[src/rtl/isa_pkg.sv]
// isa_pkg: MIPS opcode/funct constants, instruction field positions and fetch FSM states
package isa_pkg;
   localparam logic [5:0] OP_RTYPE = 6'b000000;
   localparam logic [5:0] OP_ADDI  = 6'b001000;
   localparam logic [5:0] OP_LW    = 6'b100011;
   localparam logic [5:0] OP_SW    = 6'b101011;
   localparam logic [5:0] OP_BEQ   = 6'b000100;
   localparam logic [5:0] OP_J     = 6'b000010;
   localparam logic [5:0] FN_ADD   = 6'b100000;
   localparam logic [5:0] FN_SUB   = 6'b100010;
   localparam logic [5:0] FN_AND   = 6'b100100;
   localparam logic [5:0] FN_OR    = 6'b100101;
   localparam logic [5:0] FN_SLT   = 6'b101010;
   localparam int OP_MSB  = 31;
   localparam int OP_LSB  = 26;
   localparam int RS_MSB  = 25;
   localparam int RS_LSB  = 21;
   localparam int RT_MSB  = 20;
   localparam int RT_LSB  = 16;
   localparam int RD_MSB  = 15;
   localparam int RD_LSB  = 11;
   localparam int IMM_MSB = 15;
   localparam int IMM_LSB = 0;
   localparam int FN_MSB  = 5;
   localparam int FN_LSB  = 0;
   localparam int TGT_MSB = 25;
   localparam int TGT_LSB = 0;
   typedef enum logic [1:0] {RESET_WAIT, REQ, HOLD, HALT} fetch_state_t;
   // Word offset of a BEQ immediate, as a byte displacement
   function automatic logic [31:0] branch_offset(input logic [15:0] imm);
      return {{14{imm[15]}}, imm, 2'b00};
   endfunction
endpackage

[src/rtl/next_pc_calc.sv]
// next_pc_calc: sequential, branch-taken and jump target selection (jump wins)
module next_pc_calc
   import isa_pkg::*;
(
   input  logic [31:0] pc,
   input  logic [15:0] imm,
   input  logic [25:0] target26,
   input  logic        branch_taken,
   input  logic        jump,
   output logic [31:0] next_pc
);
   logic [31:0] pc4;
   assign pc4 = pc + 32'd4;
   assign next_pc = jump ? {pc4[31:28], target26, 2'b00} : branch_taken ? pc4 + branch_offset(imm) : pc4;
endmodule

[src/rtl/instr_fetch_unit.sv]
// instr_fetch_unit: PC, imem req/ack fetch and field decode; FETCH_TIMEOUT_EN adds a sticky fetch timeout
module instr_fetch_unit
   import isa_pkg::*;
#(
   parameter logic [31:0] PC_RESET       = 32'h0000_0000,
   parameter int          TIMEOUT_CYCLES = 16
) (
   input  logic        clk,
   input  logic        rst_n,
   output logic        imem_req,
   output logic [31:0] imem_addr,
   input  logic        imem_ack,
   input  logic [31:0] imem_rdata,
   input  logic        stall,
   input  logic        branch,
   input  logic        zero,
   input  logic        jump,
   output logic        instr_valid,
   output logic [5:0]  op_out,
   output logic [5:0]  func_out,
   output logic [4:0]  rs_out,
   output logic [4:0]  rt_out,
   output logic [4:0]  rd_out,
   output logic [15:0] imm_out,
   output logic [31:0] pc_out,
   output logic        fetch_err
);
   fetch_state_t state, state_nx;
   logic [31:0] pc, ir, npc;
   logic        timeout;
`ifdef FETCH_TIMEOUT_EN
   localparam int CW = $clog2(TIMEOUT_CYCLES + 1);
   logic [CW-1:0] wait_cnt;
   logic          err;
   assign timeout   = (state == REQ) && !imem_ack && (wait_cnt == CW'(TIMEOUT_CYCLES - 1));
   assign fetch_err = err;
   // Count unanswered request cycles; the error flag stays set until reset
   always_ff @(posedge clk) begin
      if (!rst_n) begin
         wait_cnt <= '0;
         err      <= 1'b0;
      end else begin
         wait_cnt <= (state == REQ && !imem_ack) ? wait_cnt + 1'b1 : '0;
         if (timeout) err <= 1'b1;
      end
   end
`else
   logic unused_timeout;
   assign unused_timeout = ^TIMEOUT_CYCLES;
   assign timeout        = 1'b0;
   assign fetch_err      = 1'b0;
`endif
   next_pc_calc u_next_pc (
      .pc           (pc),
      .imm          (ir[IMM_MSB:IMM_LSB]),
      .target26     (ir[TGT_MSB:TGT_LSB]),
      .branch_taken (branch & zero),
      .jump         (jump),
      .next_pc      (npc)
   );
   // State register
   always_ff @(posedge clk) begin
      if (!rst_n) state <= RESET_WAIT;
      else        state <= state_nx;
   end
   // Next state: wait for ack in REQ, hold while stalled, HALT only via timeout
   always_comb begin
      state_nx = state == RESET_WAIT ? REQ :
                 state == REQ        ? (timeout ? HALT : imem_ack ? HOLD : REQ) :
                 state == HOLD       ? (stall ? HOLD : REQ) : HALT;
   end
   // Capture the instruction on ack and advance the PC when HOLD releases
   always_ff @(posedge clk) begin
      if (!rst_n) begin
         pc <= {PC_RESET[31:2], 2'b00};
         ir <= '0;
      end else begin
         if (state == REQ && imem_ack) ir <= imem_rdata;
         if (state == HOLD && !stall)  pc <= npc;
      end
   end
   // Moore outputs: request only in REQ, fields valid only in HOLD
   always_comb begin
      imem_req    = state == REQ;
      instr_valid = state == HOLD;
   end
   assign imem_addr = pc;
   assign pc_out    = pc;
   assign op_out    = ir[OP_MSB:OP_LSB];
   assign func_out  = ir[FN_MSB:FN_LSB];
   assign rs_out    = ir[RS_MSB:RS_LSB];
   assign rt_out    = ir[RT_MSB:RT_LSB];
   assign rd_out    = ir[RD_MSB:RD_LSB];
   assign imm_out   = ir[IMM_MSB:IMM_LSB];
endmodule

[config.mk]
export PLATFORM = sky130hd
export DESIGN_NAME = instr_fetch_unit
export DESIGN_NICKNAME = d
export VERILOG_FILES = /design/src/rtl/isa_pkg.sv /design/src/rtl/next_pc_calc.sv /design/src/rtl/instr_fetch_unit.sv
export SDC_FILE = /design/constraint.sdc
export NUM_CORES = 1
export LEC_CHECK = 0
export CAP_MARGIN = 10
export CORE_MARGIN = 2
export CORE_UTILIZATION = 51
export CTS_CLUSTER_SIZE = 25
export DETAILED_ROUTE_END_ITERATION = 8
export PLACE_DENSITY = 0.92
export SLEW_MARGIN = 10
export SYNTH_ARGS = -nofsm -noshare
export SYNTH_HDL_FRONTEND = slang
export SYNTH_HIERARCHICAL = 1
export SYNTH_SLANG_ARGS = --single-unit
[constraint.sdc]
create_clock -name clk -period 4.06 [get_ports clk]
set_clock_uncertainty 0.2 [all_clocks]
set_input_delay 0.812 -clock clk [delete_from_list [all_inputs] [get_ports clk]]
set_output_delay 0.812 -clock clk [all_outputs]
set_load 0.005 [all_outputs]
Yosys cells after proc, flatten, opt, wreduce, memory -nomap -nowiden. Index checks and enable logic that the tools add are counted.

$add $sub $neg: 2. Equality and inequality tests: 2. Mux-type cells: 7. Bitwise logic cells: 2. Reductions and logical operators: 5.

Operators with widths (count): 32-bit 2-to-1 mux (2); 32-bit by 3-bit adder with 32-bit output (second input constant) (1); 32-bit adder (1); 2-bit 2-to-1 mux (4); 2-bit by 1-bit == test with 1-bit output (second input constant) (1); 2-bit == test (second input constant) (1); 1-bit logical AND (2); 2-bit zero test (1); 2-bit OR reduction (1); 1-bit bitwise AND (1); 1-bit zero test (1); 1-bit 2-to-1 mux (1); 1-bit inverter (1).

Register bits: 66. Input bits: 39. Output and inout bits: 110. Logic and storage cells: 22.

Logic depth before layout (Yosys ltp). Gate-level depths: netlist of the first run.

Depth after elaboration: 4. Depth in mapped cells: 17. Mapped depth without buffers: 15.

By module. The synthesis of the first run kept the hierarchy.

Modules (own cells, without submodules): instr_fetch_unit (times used 1, cells each 336, area an instance 3019.1 um2, seq. area each 1321.3 um2); next_pc_calc (times used 1, cells each 422, area an instance 2946.6 um2, seq. area each 0.0 um2).

Worst setup path after synthesis of the first run. Ideal clock, no wire load.

Path kind: flip-flop to flip-flop. From: register pc[8], in the netlist imem_addr[8]. To: register pc[31], in the netlist imem_addr[31]. Setup time: 0.072 ns. Data arrival time: 3.141 ns. Data required time: 3.788 ns. Path slack: 0.647 ns. Cell stages (with the launch flop): 17. Path buffers: 1. Period minus slack after synthesis: 3.413 ns. Cells stage by stage: dfxtp_1 > and4_4 > nand4_4 > nor3_1 > nand2_1 > xnor2_1 > ha_1 > buf_2 > nand2_1 > or2_1 > nor4_1 > o2bb2ai_1 > o31a_1 > mux2i_1 > xnor2_1 > nand2_1 > mux2i_1.

Word-level cells in the longest chain between the ends: 4.

Ends and longest elaborated chain: from (decl) (line instr_fetch_unit.sv:29) `logic [31:0] pc, ir, npc;`; from (signal assigned) (line instr_fetch_unit.sv:75) `pc <= {PC_RESET[31:2], 2'b00};`; from (signal assigned) (line instr_fetch_unit.sv:79) `if (state == HOLD && !stall) pc <= npc;`; 32-bit by 3-bit adder with 32-bit output (*) (line next_pc_calc.sv:13) `assign pc4 = pc + 32'd4;`; 32-bit adder (line next_pc_calc.sv:14) `assign next_pc = jump ? {pc4[31:28], target26, 2'b00} : branch_taken ? pc4 + branch_offset(imm) : pc4;`; 32-bit 2-to-1 mux (line next_pc_calc.sv:14); 32-bit 2-to-1 mux (*) (line next_pc_calc.sv:14); named net npc[31] (line instr_fetch_unit.sv:29).

The timed path passes the listed nets; every way through them passes the cells marked *. A chain may end at the register's enable or synchronous reset.

Final worst setup path of the first run.
From: register pc[20], in the netlist imem_addr[20]. To: register pc[27], in the netlist imem_addr[27].

Word-level cells in the longest chain between the ends: 4.

Ends and longest elaborated chain (line): 32-bit by 3-bit adder with 32-bit output (*) (next_pc_calc.sv:13); 32-bit adder (next_pc_calc.sv:14); 32-bit 2-to-1 mux (*) (2 in a row) (next_pc_calc.sv:14); named net npc[27] (instr_fetch_unit.sv:29).

Marks and branches as above.

==> run_results.csv, run 1 <==
group,metric,value,unit
detailed_routing,avgRoutedWirePerCell,17.6,um
worst_setup_path,startpoint_type,"flop",
grt,grt_start_max_net_pins,130,
yosys,syn_area,5970,sq um
cts,clockBufferDepth,2,
cts,cts_buffers,9,
die,design.die.area,12600,sq um
sta,fin_crit_sh,0.966,
power,power.density,239,nW/um^2
job,cap_violations,0,
yosys,synth_seq_cells,66,
yosys,yosysUniqueCellTypes,75,
yosys,synth_area_leaders,"dfxtp_1 22%, mux2i_1 11%, nand2_1 11%, ha_1 7.8%, buf_4 5.8%",
hold_path,hold-path-endpoint,"ir[30]",
cts,worstSkewPairLatency,0.34,ns
yosys,synth_cells,758,
cts,cts_tree,"yes",
finish,nets,931,
yosys,yosys_warnings,6,
power,ir_drop,0.261,mV
detailed_routing,vias,6023,
finish,diodes,0,
worst_setup_path,r2r_slack,0.14,ns
finish,area_delta_synth_final,26.2,%
sta,hold_ws,0.256,ns
sta,post-route-min-period,3.92,ns
place,portBuffers,147,
worst_setup_path,critical_path_required,4.13,ns
worst_setup_path,crit_path_max_incr_delay,0.46,ns
grt,grt_pass1_vias,5591,
detailed_routing,wirelength,17.7,mm
sta,tightest_slew,1.20,ns
finish,fill_cells,902,
die,start_util,0.522,
worst_setup_path,path_max_fanout,6,
finish,fin_util,0.659,
yosys,async_reset_ff_frac,0,
cts,cts_root_buffer,"clkbuf_16",
hold_path,min-delay-start,"ir[30]",
power,p_total,0.00180,W
worst_setup_path,critPathCaptureType,"flop",
sta,finalSetupViolCount,0,
worst_setup_path,rr_worst_depth,15,
grt,grt_usage,0.268,
worst_setup_path,worst_path_max_delay_cell,"dfxtp_1",
detailed_routing,ant_nets,0,
worst_setup_path,r2r-start,"imem_addr[20]",
worst_setup_path,reg2reg_to,"imem_addr[27]",
finish,final_layout_size_suffix_gt1_frac,0.0908,
run_status,status,"finished, final reports clean",
yosys,seq_area_frac_synth,0.221,
die,boundaryPins,149,
die,die_h,112,um
detailed_routing,drtIter0Drc,750,
grt,grt_pass1_wl,27.4,mm
finish,post-route-cell-area,7530,sq um
sta,rsz0062_at_grt,"true",
cts,clkSinkCount,66,
worst_setup_path,cp.arrival,4.00,ns
yosys,yosys_most_used_dff,"dfxtp_1",
sta,finalHoldViolCount,0,
yosys,synth_edf_count,0,
die,core,11400,sq um
detailed_routing,drt_pre_antenna_iters,6,
worst_setup_path,path_cells,"and3_1, nand4_1, nor3_4, buf_4, xor2_2, ha_1, nand2_1, or2_1, nor4_2, o2bb2ai_2, or2_1, xor2_1, o221a_1, nand2_1, mux2i_1",
yosys,syn_nets,835,
grt,antenna_found_initial,0,
place,dp_hpwl,12.3,mm
die,die_x,112,um
hold_path,min_path_type,"flop to flop",
detailed_routing,viasPerCell,6.01,
yosys,syn_avg_cell_area,7.87,sq um
cts,h-tree-depth,3,
sta,drv_slew,0,
finish,most-common-layout-cells,"172 x nand2_1, 146 x clkdlybuf4s50_1, 68 x mux2i_1, 63 x dfxtp_1, 37 x a21oi_1",
finish,final_common_cell,"nand2_1",
detailed_routing,drcViolationCount,0,
place,place_area,7180,sq um
power,p_leak,2.88,nW
cts,clk_pin_slew_worst_paths,0.06,ns
yosys,synth_top_area_frac,0.221,
hold_path,hold_depth,2,
worst_setup_path,crit_type,"flop to flop",
die,row_count,39,
sta,timing.slew.headroom,0.201,
grt,overflow,0,
place,gp_congestion,1.02,
sta,fmax,0.255,GHz
sta,fin_setup_tns,0,ns
yosys,yosysTopAreaCell,"dfxtp_1",
==> stage by stage <==
stage	setup WS, ns	std cells
after floorplan	0.647	758
after global placement	0.131	985
after detailed placement	0.124	985
after CTS	0.0902	1001
after global routing	-0.0801	1002
final	0.136	1002
==> cell families after synthesis <==
family | after synthesis | share of synthesized area
buf+inv | 97 | 0.107
mux | 69 | 0.116
other cells | 1 | 0.000629
compound gates | 149 | 0.180
flops | 66 | 0.221
simple gates | 295 | 0.230
fa+ha+maj | 38 | 0.0810
xor+xnor | 43 | 0.0644
==> final cells by class <==
type / instances / area, sq um / share of cell area
inverter: 15 / 56.3 / 0.00748
sequential: 66 / 1330 / 0.176
clock inverter: 6 / 50.0 / 0.00665
timing repair buffer: 167 / 1620 / 0.215
multi-input combinational: 595 / 4060 / 0.539
tap: 143 / 179 / 0.0238
clock buffer: 10 / 239 / 0.0317
==> synthesized netlist by cell type (10+ instances only) <==
master	count
inv_1	13
nand3_1	18
dfxtp_1	66
xnor2_1	30
nand4_1	12
mux2i_1	68
a21oi_1	37
nand2_1	172
clkbuf_1	17
buf_2	10
buf_4	46
nor2_1	34
o21ai_0	24
nor3_1	11
xor2_1	12
ha_1	37
==> power breakdown <==
part           leakage [nW]  total [W]  internal (W)  switching [W]
sequential            0.537   0.000700      0.000670      0.0000301
combinational          2.21   0.000337      0.000169       0.000168
clock                 0.136   0.000763      0.000436       0.000327
total                  2.88    0.00180       0.00128       0.000525
==> metal layers <==
layer  share of wire  global-route usage  vias up  wire [um]
met4           0.037               0.120        0        651
met2            0.45               0.437      369       8030
met5               0                   0        -          0
li1                -                   -     2813          -
met1            0.40               0.339     2785       7070
met3            0.11              0.0605       56       1920
==> worst max path at each step <==
stage	startpoint	endpoint	slack [ns]	depth (start not counted)
2_1_floorplan	imem_addr[8]	imem_addr[31]	0.65	16
3_3_place_gp	imem_addr[14]	imem_addr[31]	0.13	15
3_5_place_dp	imem_addr[14]	imem_addr[31]	0.12	15
4_1_cts	imem_addr[14]	imem_addr[31]	0.09	15
5_1_grt	imem_addr[10]	imem_addr[31]	-0.08	15
6_report	imem_addr[20]	imem_addr[27]	0.14	15
==> repair_timing <==
action                     in CTS  in global routing
setup endpoints to repair       0                  5
setup buffers                   0                  1
gates resized for setup         0                 13
hold buffers                    0                  0
==> sequential cells by signal, summed over array words and instances (netlist names) <==
register   flops
imem_addr     32
ir            32
state          2
==> worst max-delay path: cells and delay by family, from the launching register on <==
family | cells | cell delay, ns
AND/OR/NAND/NOR | 8 | 1.75
buffers and inverters | 1 | 0.18
adder cells (fa/ha/maj) | 1 | 0.39
AO/OA/AOI/OAI | 2 | 0.41
multiplexers | 1 | 0.17
flip-flops | 1 | 0.46
XOR/XNOR | 2 | 0.28
Note: power is estimated with default switching activity, not from simulation.
==> run 2: changes to the inputs <==
- CAP_MARGIN: 10 -> 20
- CORE_MARGIN: 2 -> not set
==> run 2 against run 1 <==
Effect of this change:
- power rose by 8.6%
- setup slack better by 0.041 ns
- first-iteration DRC count fell by 12%
- critical path type unchanged
- routed wire length fell by 0.28%
- register-to-register slack improved by 0.04 ns
- flip-flop and latch count is the same
- combinational power increased by 1%
- count of clock-buffer cells in the layout did not move
- non-clock buffer count up 9
- largest power group unchanged
- critical endpoint is now imem_addr[31]
==> run_results.csv, run 2 (synthesis results as in run 1) <==
group,metric,value,unit
sta,fin_crit_sh,0.956,
worst_setup_path,critPathCaptureType,"flop",
run_status,status,"finished, final reports clean",
die,boundaryPins,149,
detailed_routing,avgRoutedWirePerCell,17.4,um
sta,finalSetupViolCount,0,
detailed_routing,ant_nets,0,
sta,finalHoldViolCount,0,
finish,final_layout_size_suffix_gt1_frac,0.103,
finish,area_delta_synth_final,28.8,%
worst_setup_path,path_max_fanout,7,
worst_setup_path,critical_path_required,4.12,ns
detailed_routing,drt_pre_antenna_iters,6,
grt,grt_pass1_vias,5650,
cts,cts_root_buffer,"clkbuf_16",
power,power.density,255,nW/um^2
finish,most-common-layout-cells,"172 x nand2_1, 146 x clkdlybuf4s50_1, 68 x mux2i_1, 63 x dfxtp_1, 37 x a21oi_1",
sta,timing.slew.headroom,0.549,
finish,final_common_cell,"nand2_1",
die,die_x,110,um
die,die_h,110,um
grt,grt_usage,0.289,
sta,post-route-min-period,3.88,ns
sta,tightest_slew,0.676,ns
sta,fin_setup_tns,0,ns
grt,grt_start_max_net_pins,71,
grt,grt_pass1_wl,27.6,mm
sta,drv_slew,0,
cts,clk_pin_slew_worst_paths,0.06,ns
place,place_area,7260,sq um
job,cap_violations,0,
grt,overflow,0,
finish,diodes,0,
finish,nets,940,
die,start_util,0.522,
place,gp_congestion,0.989,
detailed_routing,drcViolationCount,0,
worst_setup_path,crit_type,"flop to flop",
worst_setup_path,cp.arrival,3.94,ns
cts,clkSinkCount,66,
cts,h-tree-depth,3,
detailed_routing,vias,6036,
cts,cts_buffers,9,
hold_path,min_path_type,"flop to flop",
worst_setup_path,startpoint_type,"flop",
cts,worstSkewPairLatency,0.33,ns
die,row_count,39,
detailed_routing,drtIter0Drc,658,
finish,fin_util,0.673,
finish,instances_no_fill,1011,
detailed_routing,viasPerCell,5.97,
die,design.die.area,12100,sq um
power,ir_drop,0.230,mV
power,p_leak,2.98,nW
place,dp_hpwl,12.7,mm
sta,fmax,0.258,GHz
finish,fill_cells,859,
die,core,11400,sq um
place,portBuffers,147,
detailed_routing,wirelength,17.6,mm
finish,post-route-cell-area,7680,sq um
cts,clockBufferDepth,2,
place,placed_cells,993,
grt,antenna_found_initial,0,
cts,cts_tree,"yes",
sta,rsz0062_at_grt,"false",
==> run 2: cell count changes in the layout (fill, tap and decap cells not counted), moves of 2 or more <==
| cell | change |
|---|---|
| buf_4 | +8 |
| bufinv_16 | +3 |
| and4_2 | +2 |
| inv_6 | -2 |
==> run 2: final timing paths <==
check | startpoint | endpoint | slack [ns] | depth (start not counted)
min reg2reg | ir[26] | ir[26] | 0.26 | 2
min | ir[26] | ir[26] | 0.26 | 2
max | imem_addr[19] | imem_addr[31] | 0.18 | 16
max reg2reg | imem_addr[19] | imem_addr[31] | 0.18 | 16
==> run 2: what timing repair did <==
action                     CTS  global route
resized for setup            1            15
setup buffers                0             2
hold buffers                 0             0
pin swaps                    0             2
cloned                       0             0
setup endpoints to repair    1             6
==> run 2: layout make-up <==
| class | count | area [sq um] | area share |
|---|---|---|---|
| clock inverters | 6 | 115 | 0.0150 |
| multi-input cells | 595 | 4080 | 0.531 |
| flip-flops and latches | 66 | 1330 | 0.172 |
| clock buffers | 10 | 229 | 0.0298 |
| inverters | 15 | 56.3 | 0.00733 |
| repair buffers | 176 | 1700 | 0.221 |
| well taps | 143 | 179 | 0.0233 |
==> run 2: report_power, final <==
part / switching [W] / internal (W) / total (W)
clock: 0.000312 / 0.000603 / 0.000914
sequential: 0.0000288 / 0.000670 / 0.000699
combinational: 0.000169 / 0.000173 / 0.000342
total: 0.000510 / 0.00145 / 0.00196
==> run 2: metal layers <==
metal	wire length, um	part of all wire	up-vias	GRT usage
met2	8020	0.46	340	0.471
met5	0	0	-	0
met3	1620	0.092	74	0.0488
met1	7380	0.42	2785	0.374
li1	-	-	2837	-
met4	603	0.034	0	0.132
==> run 2: per-stage QoR <==
| stage | hold WS [ns] | power [W] | worst slack [ns] |
|---|---|---|---|
| floorplan | 0.251 | 0.000916 | 0.647 |
| detailed placement | 0.248 | 0.00105 | 0.0256 |
| global placement | 0.242 | 0.00104 | 0.123 |
| CTS | 0.261 | 0.00196 | 0.0289 |
| finish | 0.257 | 0.00196 | 0.177 |
| global route | 0.280 | 0.00202 | 0.00383 |
==> run 2: worst max-delay path: stages, from the launching register on <==
cell and delay, ns:
dfxtp_1 0.49, and3_1 0.30, nand4_1 0.12, buf_4 0.18, nor3_4 0.19, nand2_1 0.11
xnor2_1 0.20, ha_1 0.33, nand2_1 0.05, or2_1 0.30, nor4_2 0.31, o2bb2ai_2 0.18
o31a_1 0.20, mux2i_1 0.28, xnor2_1 0.15, nand2_1 0.07, mux2i_1 0.15
